$ cat src/rtl/cfg_write_arbiter_pkg.sv
// Shared constants and types for the config-register write arbiter:
// register addresses, bank type and the address range check.
package cfg_pkg;

    localparam int ADDR_W       = 7;
    localparam int DATA_W       = 8;
    localparam int NUM_CFG_REGS = 5;
    localparam int CFG_IDX_W    = 3;

    localparam logic [ADDR_W-1:0] ADDR_EN_OUT_LO = 7'h00;
    localparam logic [ADDR_W-1:0] ADDR_EN_OUT_HI = 7'h01;
    localparam logic [ADDR_W-1:0] ADDR_EN_PWM_LO = 7'h02;
    localparam logic [ADDR_W-1:0] ADDR_EN_PWM_HI = 7'h03;
    localparam logic [ADDR_W-1:0] ADDR_DUTY      = 7'h04;
    localparam logic [ADDR_W-1:0] MAX_CFG_ADDR   = 7'h04;

    typedef logic [NUM_CFG_REGS-1:0][DATA_W-1:0] cfg_bank_t;

    function automatic logic addr_in_bank(input logic [ADDR_W-1:0] addr);
        return addr <= MAX_CFG_ADDR;
    endfunction

endpackage

$ cat src/rtl/cfg_write_arbiter_if.sv
// Write-request bundle for N_REQ requesters; requester i owns the i-th
// addr/data slice and the i-th valid/ready bit.
interface cfg_write_arbiter_if
    import cfg_pkg::*;
#(
    parameter int N_REQ = 2
) ();

    logic [N_REQ-1:0]        req_valid;
    logic [N_REQ-1:0]        req_ready;
    logic [N_REQ*ADDR_W-1:0] req_addr;
    logic [N_REQ*DATA_W-1:0] req_data;

    modport master (output req_valid, req_addr, req_data, input req_ready);
    modport slave  (input req_valid, req_addr, req_data, output req_ready);

endinterface

$ cat src/rtl/cfg_write_arbiter_rr_arbiter.sv
// Round-robin arbiter: one-hot grant to the first valid requester at or
// after the pointer; the pointer moves past the winner when 'advance' is set.
module rr_arbiter #(
    parameter int N     = 2,
    parameter int IDX_W = (N > 1) ? $clog2(N) : 1
) (
    input  logic             clk,
    input  logic             rst,
    input  logic [N-1:0]     valid,
    input  logic             advance,
    output logic [N-1:0]     grant,
    output logic [IDX_W-1:0] grant_idx
);

    logic [IDX_W-1:0] ptr_q;
    logic             found;

    // NOTE: every combinational output gets a default first so no latch is inferred.
    always_comb begin
        grant     = '0;
        grant_idx = '0;
        found     = 1'b0;
        for (int i = 0; i < N; i++) begin
            if (!found && valid[(int'(ptr_q) + i) % N]) begin
                grant[(int'(ptr_q) + i) % N] = 1'b1;
                grant_idx = IDX_W'((int'(ptr_q) + i) % N);
                found     = 1'b1;
            end
        end
    end

    // NOTE: sequential state uses non-blocking assignments only.
    always_ff @(posedge clk) begin
        if (rst) begin
            ptr_q <= '0;
        end else if (advance) begin
            ptr_q <= (grant_idx == IDX_W'(N - 1)) ? '0 : grant_idx + 1'b1;
        end
    end

endmodule

$ cat src/rtl/cfg_write_arbiter.sv
// Shares the 5-entry PWM/output-enable register bank between N_REQ writers,
// with optional shadow buffering committed at PWM period boundaries.
module cfg_write_arbiter
    import cfg_pkg::*;
#(
    parameter int N_REQ = 2,
    parameter int ERR_W = 8
) (
    input  logic                 clk,
    input  logic                 rst,
    cfg_write_arbiter_if.slave   bus,
    input  logic                 shadow_en,
    input  logic                 commit_strobe,
    output logic [DATA_W-1:0]    en_reg_out_7_0,
    output logic [DATA_W-1:0]    en_reg_out_15_8,
    output logic [DATA_W-1:0]    en_reg_pwm_7_0,
    output logic [DATA_W-1:0]    en_reg_pwm_15_8,
    output logic [DATA_W-1:0]    pwm_duty_cycle,
    output logic                 pending,
    output logic                 wr_err,
    output logic [ERR_W-1:0]     err_count
);

    localparam int IDX_W = (N_REQ > 1) ? $clog2(N_REQ) : 1;

    logic [N_REQ-1:0]     grant;
    logic [IDX_W-1:0]     grant_idx;
    logic                 xfer;
    logic                 addr_ok;
    logic [ADDR_W-1:0]    wr_addr;
    logic [DATA_W-1:0]    wr_data;
    logic [CFG_IDX_W-1:0] wr_idx;
    cfg_bank_t            shadow_q;
    cfg_bank_t            live_q;
    cfg_bank_t            shadow_nxt;

    rr_arbiter #(.N(N_REQ), .IDX_W(IDX_W)) u_arb (
        .clk       (clk),
        .rst       (rst),
        .valid     (bus.req_valid),
        .advance   (xfer),
        .grant     (grant),
        .grant_idx (grant_idx)
    );

    // Ready is held low while in reset so nothing is acknowledged then.
    assign bus.req_ready = rst ? '0 : grant;
    assign xfer    = |(bus.req_valid & bus.req_ready);
    assign wr_addr = bus.req_addr[ADDR_W*int'(grant_idx) +: ADDR_W];
    assign wr_data = bus.req_data[DATA_W*int'(grant_idx) +: DATA_W];
    assign addr_ok = addr_in_bank(wr_addr);
    assign wr_idx  = wr_addr[CFG_IDX_W-1:0];

    // The shadow view including this cycle's write, so a same-cycle commit merges it.
    always_comb begin
        shadow_nxt = shadow_q;
        if (xfer && addr_ok) shadow_nxt[wr_idx] = wr_data;
    end

    // NOTE: the bank is reset because it drives live PWM/enable pins.
    always_ff @(posedge clk) begin
        if (rst) begin
            shadow_q  <= '0;
            live_q    <= '0;
            pending   <= 1'b0;
            wr_err    <= 1'b0;
            err_count <= '0;
        end else begin
            shadow_q <= shadow_nxt;
            wr_err   <= xfer && !addr_ok;
            if (shadow_en) begin
                if (commit_strobe) begin
                    live_q  <= shadow_nxt;
                    pending <= 1'b0;
                end else if (xfer && addr_ok) begin
                    pending <= 1'b1;
                end
            end else if (xfer && addr_ok) begin
                live_q[wr_idx] <= wr_data;
            end
            if (xfer && !addr_ok && (err_count != {ERR_W{1'b1}})) begin
                err_count <= err_count + ERR_W'(1);
            end
        end
    end

    assign en_reg_out_7_0  = live_q[ADDR_EN_OUT_LO[CFG_IDX_W-1:0]];
    assign en_reg_out_15_8 = live_q[ADDR_EN_OUT_HI[CFG_IDX_W-1:0]];
    assign en_reg_pwm_7_0  = live_q[ADDR_EN_PWM_LO[CFG_IDX_W-1:0]];
    assign en_reg_pwm_15_8 = live_q[ADDR_EN_PWM_HI[CFG_IDX_W-1:0]];
    assign pwm_duty_cycle  = live_q[ADDR_DUTY[CFG_IDX_W-1:0]];

endmodule
$ cat src/flat_wrapper.sv
// flat-port wrapper written by rule: the top's interface ports become plain ports
module cfg_write_arbiter_flat import cfg_pkg::*;
#(
    parameter int N_REQ = 2,
    parameter int ERR_W = 8
)
  (clk, rst, shadow_en, commit_strobe, en_reg_out_7_0, en_reg_out_15_8, en_reg_pwm_7_0, en_reg_pwm_15_8, pwm_duty_cycle, pending, wr_err, err_count, bus_req_valid, bus_req_addr, bus_req_data, bus_req_ready);
  cfg_write_arbiter_if #(.N_REQ(N_REQ)) bus_i ();
  input  logic clk;
  input  logic rst;
  input  logic shadow_en;
  input  logic commit_strobe;
  output logic [DATA_W-1:0] en_reg_out_7_0;
  output logic [DATA_W-1:0] en_reg_out_15_8;
  output logic [DATA_W-1:0] en_reg_pwm_7_0;
  output logic [DATA_W-1:0] en_reg_pwm_15_8;
  output logic [DATA_W-1:0] pwm_duty_cycle;
  output logic pending;
  output logic wr_err;
  output logic [ERR_W-1:0] err_count;
  input wire logic [$bits(bus_i.req_valid)-1:0] bus_req_valid;
  input wire logic [$bits(bus_i.req_addr)-1:0] bus_req_addr;
  input wire logic [$bits(bus_i.req_data)-1:0] bus_req_data;
  output wire logic [$bits(bus_i.req_ready)-1:0] bus_req_ready;
  assign bus_i.req_valid = bus_req_valid;
  assign bus_i.req_addr = bus_req_addr;
  assign bus_i.req_data = bus_req_data;
  assign bus_req_ready = bus_i.req_ready;
  cfg_write_arbiter #(.N_REQ(N_REQ), .ERR_W(ERR_W)) u_core (.clk(clk), .rst(rst), .bus(bus_i), .shadow_en(shadow_en), .commit_strobe(commit_strobe), .en_reg_out_7_0(en_reg_out_7_0), .en_reg_out_15_8(en_reg_out_15_8), .en_reg_pwm_7_0(en_reg_pwm_7_0), .en_reg_pwm_15_8(en_reg_pwm_15_8), .pwm_duty_cycle(pwm_duty_cycle), .pending(pending), .wr_err(wr_err), .err_count(err_count));
endmodule
$ cat config.mk
export PLATFORM = sky130hd
export DESIGN_NAME = cfg_write_arbiter_flat
export DESIGN_NICKNAME = d
export VERILOG_FILES = /design/src/rtl/cfg_write_arbiter_pkg.sv /design/src/rtl/cfg_write_arbiter_if.sv /design/src/rtl/cfg_write_arbiter_rr_arbiter.sv /design/src/rtl/cfg_write_arbiter.sv /design/src/flat_wrapper.sv
export SDC_FILE = /design/constraint.sdc
export NUM_CORES = 1
export LEC_CHECK = 0
export CAP_MARGIN = 5
export CORE_MARGIN = 3
export CORE_UTILIZATION = 53
export CTS_BUF_LIST = sky130_fd_sc_hd__clkbuf_4
export DETAILED_ROUTE_END_ITERATION = 8
export HOLD_SLACK_MARGIN = 0.12
export PLACE_DENSITY = 0.93
export SLEW_MARGIN = 20
export SYNTH_ARGS = -nofsm -noshare
export SYNTH_HDL_FRONTEND = slang
export SYNTH_SLANG_ARGS = --single-unit
$ cat constraint.sdc
create_clock -name clk -period 2.35 [get_ports clk]
set_input_delay 0.3525 -clock clk [delete_from_list [all_inputs] [get_ports clk]]
set_output_delay 0.3525 -clock clk [all_outputs]
set_load 0.01 [all_outputs]
Word level (Yosys, flattened, before mapping)
Cells that the tools add are included.
{"block": "word_totals", "reg_bits": 91, "input_bits": 36, "output_inout_bits": 52}
{"block": "classes", "addsub": 3, "multipliers": 1, "magnitude_cmp": 7, "n_eq_ne": 2, "shifts": 2, "muxes": 26, "bitwise_logic": 3, "reduce_logical": 14}
{"cell": "two-way mux 40 bit", "count": 4}
{"cell": "bitwise mux 40 bit", "count": 2}
{"cell": "indexed part select 14 x 32 -> 7 bit", "count": 1}
{"cell": "demux 8 bit (select 3 bit)", "count": 1}
{"cell": "indexed part select 16 x 5 -> 8 bit", "count": 1}
{"cell": "two-way mux 1 bit", "count": 13}
{"cell": "adder 8 x 1 -> 8 bit, second input constant", "count": 1}
{"cell": "two-way mux 8 bit", "count": 1}
{"cell": "!= test 8 bit, second input constant", "count": 1}
{"cell": "less-or-equal comparator 7 x 3 -> 1 bit, second input constant", "count": 1}
{"cell": "logical AND 1 bit", "count": 7}
{"cell": "two-way mux 2 bit", "count": 3}
{"cell": "less-than comparator 3 x 4 -> 1 bit, second input constant", "count": 1}
{"cell": "multiplier 3 x 1 -> 4 bit, first input constant", "count": 1}
{"cell": "AND reduction 2 bit", "count": 2}
{"cell": "nonzero test 2 bit", "count": 2}
{"cell": ">= comparator 3 x 1 -> 1 bit, second input constant", "count": 1}
{"cell": "less-than comparator 2 x 3 -> 1 bit, second input constant", "count": 1}
{"cell": "adder 1 bit, second input constant", "count": 2}
{"cell": "AND 2 bit", "count": 1}
{"cell": "demux 1 bit (select 1 bit)", "count": 2}
{"cell": ">= comparator 2 x 1 -> 1 bit, second input constant", "count": 1}
{"cell": "logical NOT 1 bit", "count": 2}
{"cell": "less-than comparator 1 x 2 -> 1 bit, second input constant", "count": 1}
{"cell": "5 further kinds", "count": 5}

Longest topological paths before layout
{"block": "depth", "word_depth": 17, "depth_mapped": 9, "mapped_depth_nobuf": 6}

Hierarchy
A second synthesis with hierarchy kept.
{"block": "unflattened", "cells_unflattened": 446, "hier_area_um2": 4360.4}
{"mod": "cfg_write_arbiter", "n_inst": 1, "cells_each": 439, "area_each_um2": 4285.4, "seq_area_each_um2": 1801.7}
{"mod": "rr_arbiter", "n_inst": 1, "cells_each": 7, "area_each_um2": 75.1, "seq_area_each_um2": 20.0}

Worst setup path before layout
OpenSTA, ideal clock, no wires.
{"block": "synth_timing", "path_type": "in2reg", "from": "input port bus_req_addr[10]", "to": "register u_core.live_q, in the netlist u_core.en_reg_pwm_15_8[0]", "setup_time_ns": 0.070, "arrival_time_ns": 1.975, "setup_slack_ns": 0.305, "cell_stages": 7, "cell_sequence": "nor4_4 > nand4_4 > a221oi_4 > buf_6 > nor3_1 > a311o_1 > a21oi_1"}
{"block": "synth_between", "elab_chain_cells": 9, "word_cells_on_any_way": 16, "cone_classes": "order compare: 3; shift: 1; mux: 8; reduce/logical: 4"}
{"item": "start, declared", "line": "flat_wrapper.sv:22", "source": "input wire logic [$bits(bus_i.req_addr)-1:0] bus_req_addr;"}
{"item": "indexed part select 14 x 32 -> 7 bit *", "line": "cfg_write_arbiter.sv:49", "source": "assign wr_addr = bus.req_addr[ADDR_W*int'(grant_idx) +: ADDR_W];"}
{"item": "less-than comparator 3 x 4 -> 1 bit (not written as such) / >= comparator 3 x 1 -> 1 bit (equally long branches)", "line": "cfg_write_arbiter.sv:57, cfg_write_arbiter.sv:79"}
{"item": "logical AND 1 bit (not written as such)", "line": "cfg_write_arbiter.sv:57, cfg_write_arbiter.sv:79"}
{"item": "two-way mux 8 bit (not written as such)", "line": "cfg_write_arbiter.sv:57, cfg_write_arbiter.sv:79"}
{"item": "demux 8 bit (select 3 bit)"}
{"item": "bitwise mux 40 bit", "line": "cfg_write_arbiter.sv:57", "source": "if (xfer && addr_ok) shadow_nxt[wr_idx] = wr_data;"}
{"item": "two-way mux 40 bit", "line": "cfg_write_arbiter.sv:57"}
{"item": "two-way mux 40 bit", "line": "cfg_write_arbiter.sv:72", "source": "if (commit_strobe) begin"}
{"item": "two-way mux 40 bit", "line": "cfg_write_arbiter.sv:71", "source": "if (shadow_en) begin"}
{"item": "end signal, assigned", "line": "cfg_write_arbiter.sv:73", "source": "live_q <= shadow_nxt;"}
{"item": "end signal, assigned by index", "line": "cfg_write_arbiter.sv:79", "source": "live_q[wr_idx] <= wr_data;"}
{"item": "end, declared", "line": "cfg_write_arbiter.sv:34", "source": "cfg_bank_t live_q;"}
Every way passes the cells marked *; elsewhere a longest branch is shown, timed or not. The select of a mux whose other input is x is not followed.
A chain may end at the register's enable or synchronous reset.

Worst setup path in the final report
{"block": "layout_timing", "from": "input port bus_req_addr[13]", "to": "register u_core.live_q, in the netlist u_core.en_reg_pwm_7_0[5]"}
Same word-level chain as after synthesis.

==> metrics.md <==
| Metric | Value |
|---|---|
| Drt first pass iters | `5` |
| Status | `complete, but fails checks` |
| Die area | `9330 um2` |
| Post-layout nets | `684` |
| Setup Skew | `13.2 ps` |
| R2R depth | `7` |
| P per Cell Area | `503 nW/um2` |
| Area of the multi-input gates | `2340 um2` |
| First-pass GRT wire length | `21,100 um` |
| Sequential share of power | `0.535` |
| Max Fclk | `422 MHz` |
| H-tree levels | `3` |
| Via-per-instance ratio | `6.10` |
| Horiz. Die Dim | `96.6 um` |
| Maximum vdd drop | `282 uV` |
| Worst-margin pin slew | `440 ps` |
| Syn Area/Cell | `8.60 um2` |
| Reg2reg end | `u_core.en_reg_pwm_7_0[5]` |
| Crit start category | `input pin` |
| Most common cell after layout, fill and taps aside | `dfxtp_1` |
| Count of hold-fix buffers inserted at cts | `0` |
| Routed WL per cell | `17.6 um` |
| Reg2Reg Setup Slack | `130 ps` |
| Total power | `0.00300 W` |
| Area Overhead vs Synth | `37.2%` |
| Routed via count | `4,592` |
| Placed Area | `5810 um2` |
| Clk slew on worst S/H paths | `140 ps` |
| Sequential-to-total area share from yosys stat | `0.419` |
| Req. time, crit path | `2640 ps` |
| Latest clock arrival within the worst-skew pair | `430 ps` |
| Final HPWL DP | `9630 um` |
| IO Pins | `88` |
| Commonest non-fill, non-tap cells in the layout | `dfxtp_1, clkdlybuf4s50_1, buf_4` |
| P_leak | `2.21 nW` |
| Crit path cell chain | `clkdlybuf4s50_1 -> nor4_4 -> nand4_4 -> a21o_1 -> o21ai_0 -> o21ai_0 -> a2111oi_0` |
| Fin Setup TNS | `-21.2 ps` |
| Failing checks | `negative setup slack` |
| Clock Tree Root | `clkbuf_4` |
| Hold Path End | `u_core.u_arb.ptr_q` |
| Buffers & Inverters on Critical Path | `1` |
| Fill count | `525` |
| Max-cap violation count | `0` |
| Num rows | `32` |
| Final Critical Period | `2370 ps` |
| N_diodes | `0` |
| P_sw | `0.000823 W` |
| Fin crit share | `1.01` |
| Core ar. | `7850 um2` |
| Post-Place Cells | `735` |
| Sequential Area | `1820 um2` |
| Final setup viols | `1` |
| Share of cells above drive strength 1 | `0.177` |
| Post-Synthesis Cells | `506` |
| Grt ovf | `0` |
| Hold WC Path Type | `in2reg` |
| WHS Path Cells | `3` |
| Clk sinks | `91` |
| CTS tree | `yes` |
| Post-Place Setup Slack | `-372 ps` |
| Ys async rst share | `0` |
| Area of the mapped netlist | `4350 um2` |
| Switching part of the total power | `0.274` |
| Setup Crit Path Kind | `in2reg` |
| Slew HR | `0.699` |
| Critical Path Sink Type | `flip-flop` |
| Top cell by count, worst path | `o21ai_0` |
| Synth Warn # | `0` |
| Clk buf depth | `2` |
| Pin count of the biggest net entering global routing | `41` |
| Int Power | `0.00218 W` |
| Post-route cell area | `5970 um2` |
| Drt initial violations | `349` |
| Post-route insts no fill | `753` |
| Gate power share | `0.185` |
| I/O Buffers | `87` |
| Vias in the first global route | `4,469` |
| Detailed Route WL | `13,300 um` |
| Worst path slowest cell | `a2111oi_0` |
| Hold path startpoint | `rst` |
| Number of flops mapped to enable cells by yosys | `0` |
| Ys flop type | `dfxtp_1` |
| Routability cong. | `0.937` |
| Largest delay share family, worst path | `compound AO/OA/AOI/OAI gates` |
| Worst EP arrival | `2660 ps` |
| Fin worst setup slack | `-21.2 ps` |
| R2r startpoint | `u_core.u_arb.ptr_q` |
| Fin. max-slew vios | `0` |
| Initial antenna violation count | `0` |
| Register bit count reported by yosys | `91` |
| Overall die height | `96.6 um` |
| Final-report hold violation count | `0` |
| Syn nets | `543` |
| Total GRT Usage | `0.270` |
| Clock power frac | `0.280` |
| Yosys cell types | `60` |
| Residual DRC | `0` |
| CP max stage delay | `480 ps` |
| Crit path launch | `bus_req_addr[13]` |
| Crit Path Max Fanout | `5` |
| Routed Antenna Nets | `0` |
| Inserted Clock Buffers | `9` |
| Starting Density | `0.554` |
cell usage after synthesis (2+ instances only):
master,n,share of area
or3_1,5,0.0072
xor2_1,2,0.0040
nand2_1,44,0.038
dfxtp_1,91,0.42
nand2b_1,6,0.0086
nand3b_1,2,0.0035
nor2_1,69,0.060
buf_2,5,0.0058
nor3_1,35,0.040
a31oi_1,6,0.0086
and3_1,4,0.0058
a22oi_1,7,0.012
o31ai_1,3,0.0052
o21a_1,3,0.0052
buf_4,4,0.0069
o32a_1,2,0.0046
o21ai_1,2,0.0023
nor2b_1,4,0.0058
a211oi_1,23,0.040
o21bai_1,2,0.0035
a21boi_1,3,0.0052
a21oi_1,30,0.035
a221oi_1,10,0.020
a2111oi_0,7,0.014
nand4_1,3,0.0043
nand3_1,11,0.013
inv_1,10,0.0086
nor3b_1,4,0.0069
o2bb2ai_1,2,0.0040
nor4_1,3,0.0043
and2_1,5,0.0072
a311oi_1,2,0.0040
xnor2_1,2,0.0040
a221oi_4,2,0.012
clkbuf_1,23,0.020
mux2i_1,17,0.039
a21o_1,3,0.0052
mux2_2,10,0.026
o21ai_0,17,0.020
a311o_1,2,0.0046
nor4_4,2,0.0098
how the worst max path moves through the flow:
stage	slack, ps	end	depth (start not counted)
floorplan	310	u_core.en_reg_pwm_15_8[0]	7
global route	-110	u_core.en_reg_pwm_7_0[5]	7
finish	-20	u_core.en_reg_pwm_7_0[5]	7
global placement	-220	u_core.en_reg_pwm_15_8[6]	8
CTS	40	bus_req_ready[0]	6
detailed placement	-370	u_core.en_reg_out_15_8[6]	9
power by group through the flow:
| stage | registers, W | logic (W) | clock network, W |
|---|---|---|---|
| finish | 0.00161 | 0.000556 | 0.000843 |
| global placement | 0.00164 | 0.000521 | 0 |
| floorplan | 0.00165 | 0.000227 | 0 |
| CTS | 0.00160 | 0.000545 | 0.000841 |
| global route | 0.00161 | 0.000588 | 0.000905 |
| detailed placement | 0.00164 | 0.000542 | 0 |
layer usage:
layer	GRT usage	vias to the layer above	part of all wire
met5	0	-	0
met4	0.134	0	0.036
met3	0.0440	54	0.079
met2	0.478	269	0.51
met1	0.314	2139	0.38
li1	-	2130	-
layout make-up:
cell class	instances	area share
inverter	10	0.00629
multi-input combinational	371	0.393
clock inverter	5	0.00923
timing repair buffer	164	0.252
tap	102	0.0214
sequential	91	0.306
clock buffer	10	0.0126
what timing repair did:
action / in CTS / in global routing
gates resized for setup: 0 / 5
endpoints found under the setup margin: 0 / 7
setup buffers: 0 / 3
sequential cells by signal, summed over array words and instances (netlist names):
register	count
u_core.shadow_q	40
u_core.en_reg_pwm_7_0	8
u_core.en_reg_out_15_8	8
u_core.err_count	8
u_core.pwm_duty_cycle	8
u_core.pending	1
u_core.u_arb.ptr_q	1
u_core.en_reg_out_7_0	8
u_core.wr_err	1
u_core.en_reg_pwm_15_8	8
cells by family after synthesis:
group                    share of synthesized area
XOR/XNOR                                   0.00805
multiplexers                                0.0650
AO/OA/AOI/OAI                                0.234
buffers and inverters                       0.0446
flip-flops                                   0.419
adder cells (fa/ha/maj)                    0.00288
AND/OR/NAND/NOR                              0.227
through the flow:
stage          utilization  hold slack [ps]
6_report             0.760              252
2_1_floorplan            -              432
5_1_grt              0.760              261
4_1_cts              0.756              268
3_5_place_dp         0.740              436
3_3_place_gp         0.740              435
tightest hold or removal path, stage by stage:
cell	delay, ps
buf_2	160
a21oi_2	60
o21a_1	100
Power figures use the tool's default switching activity.
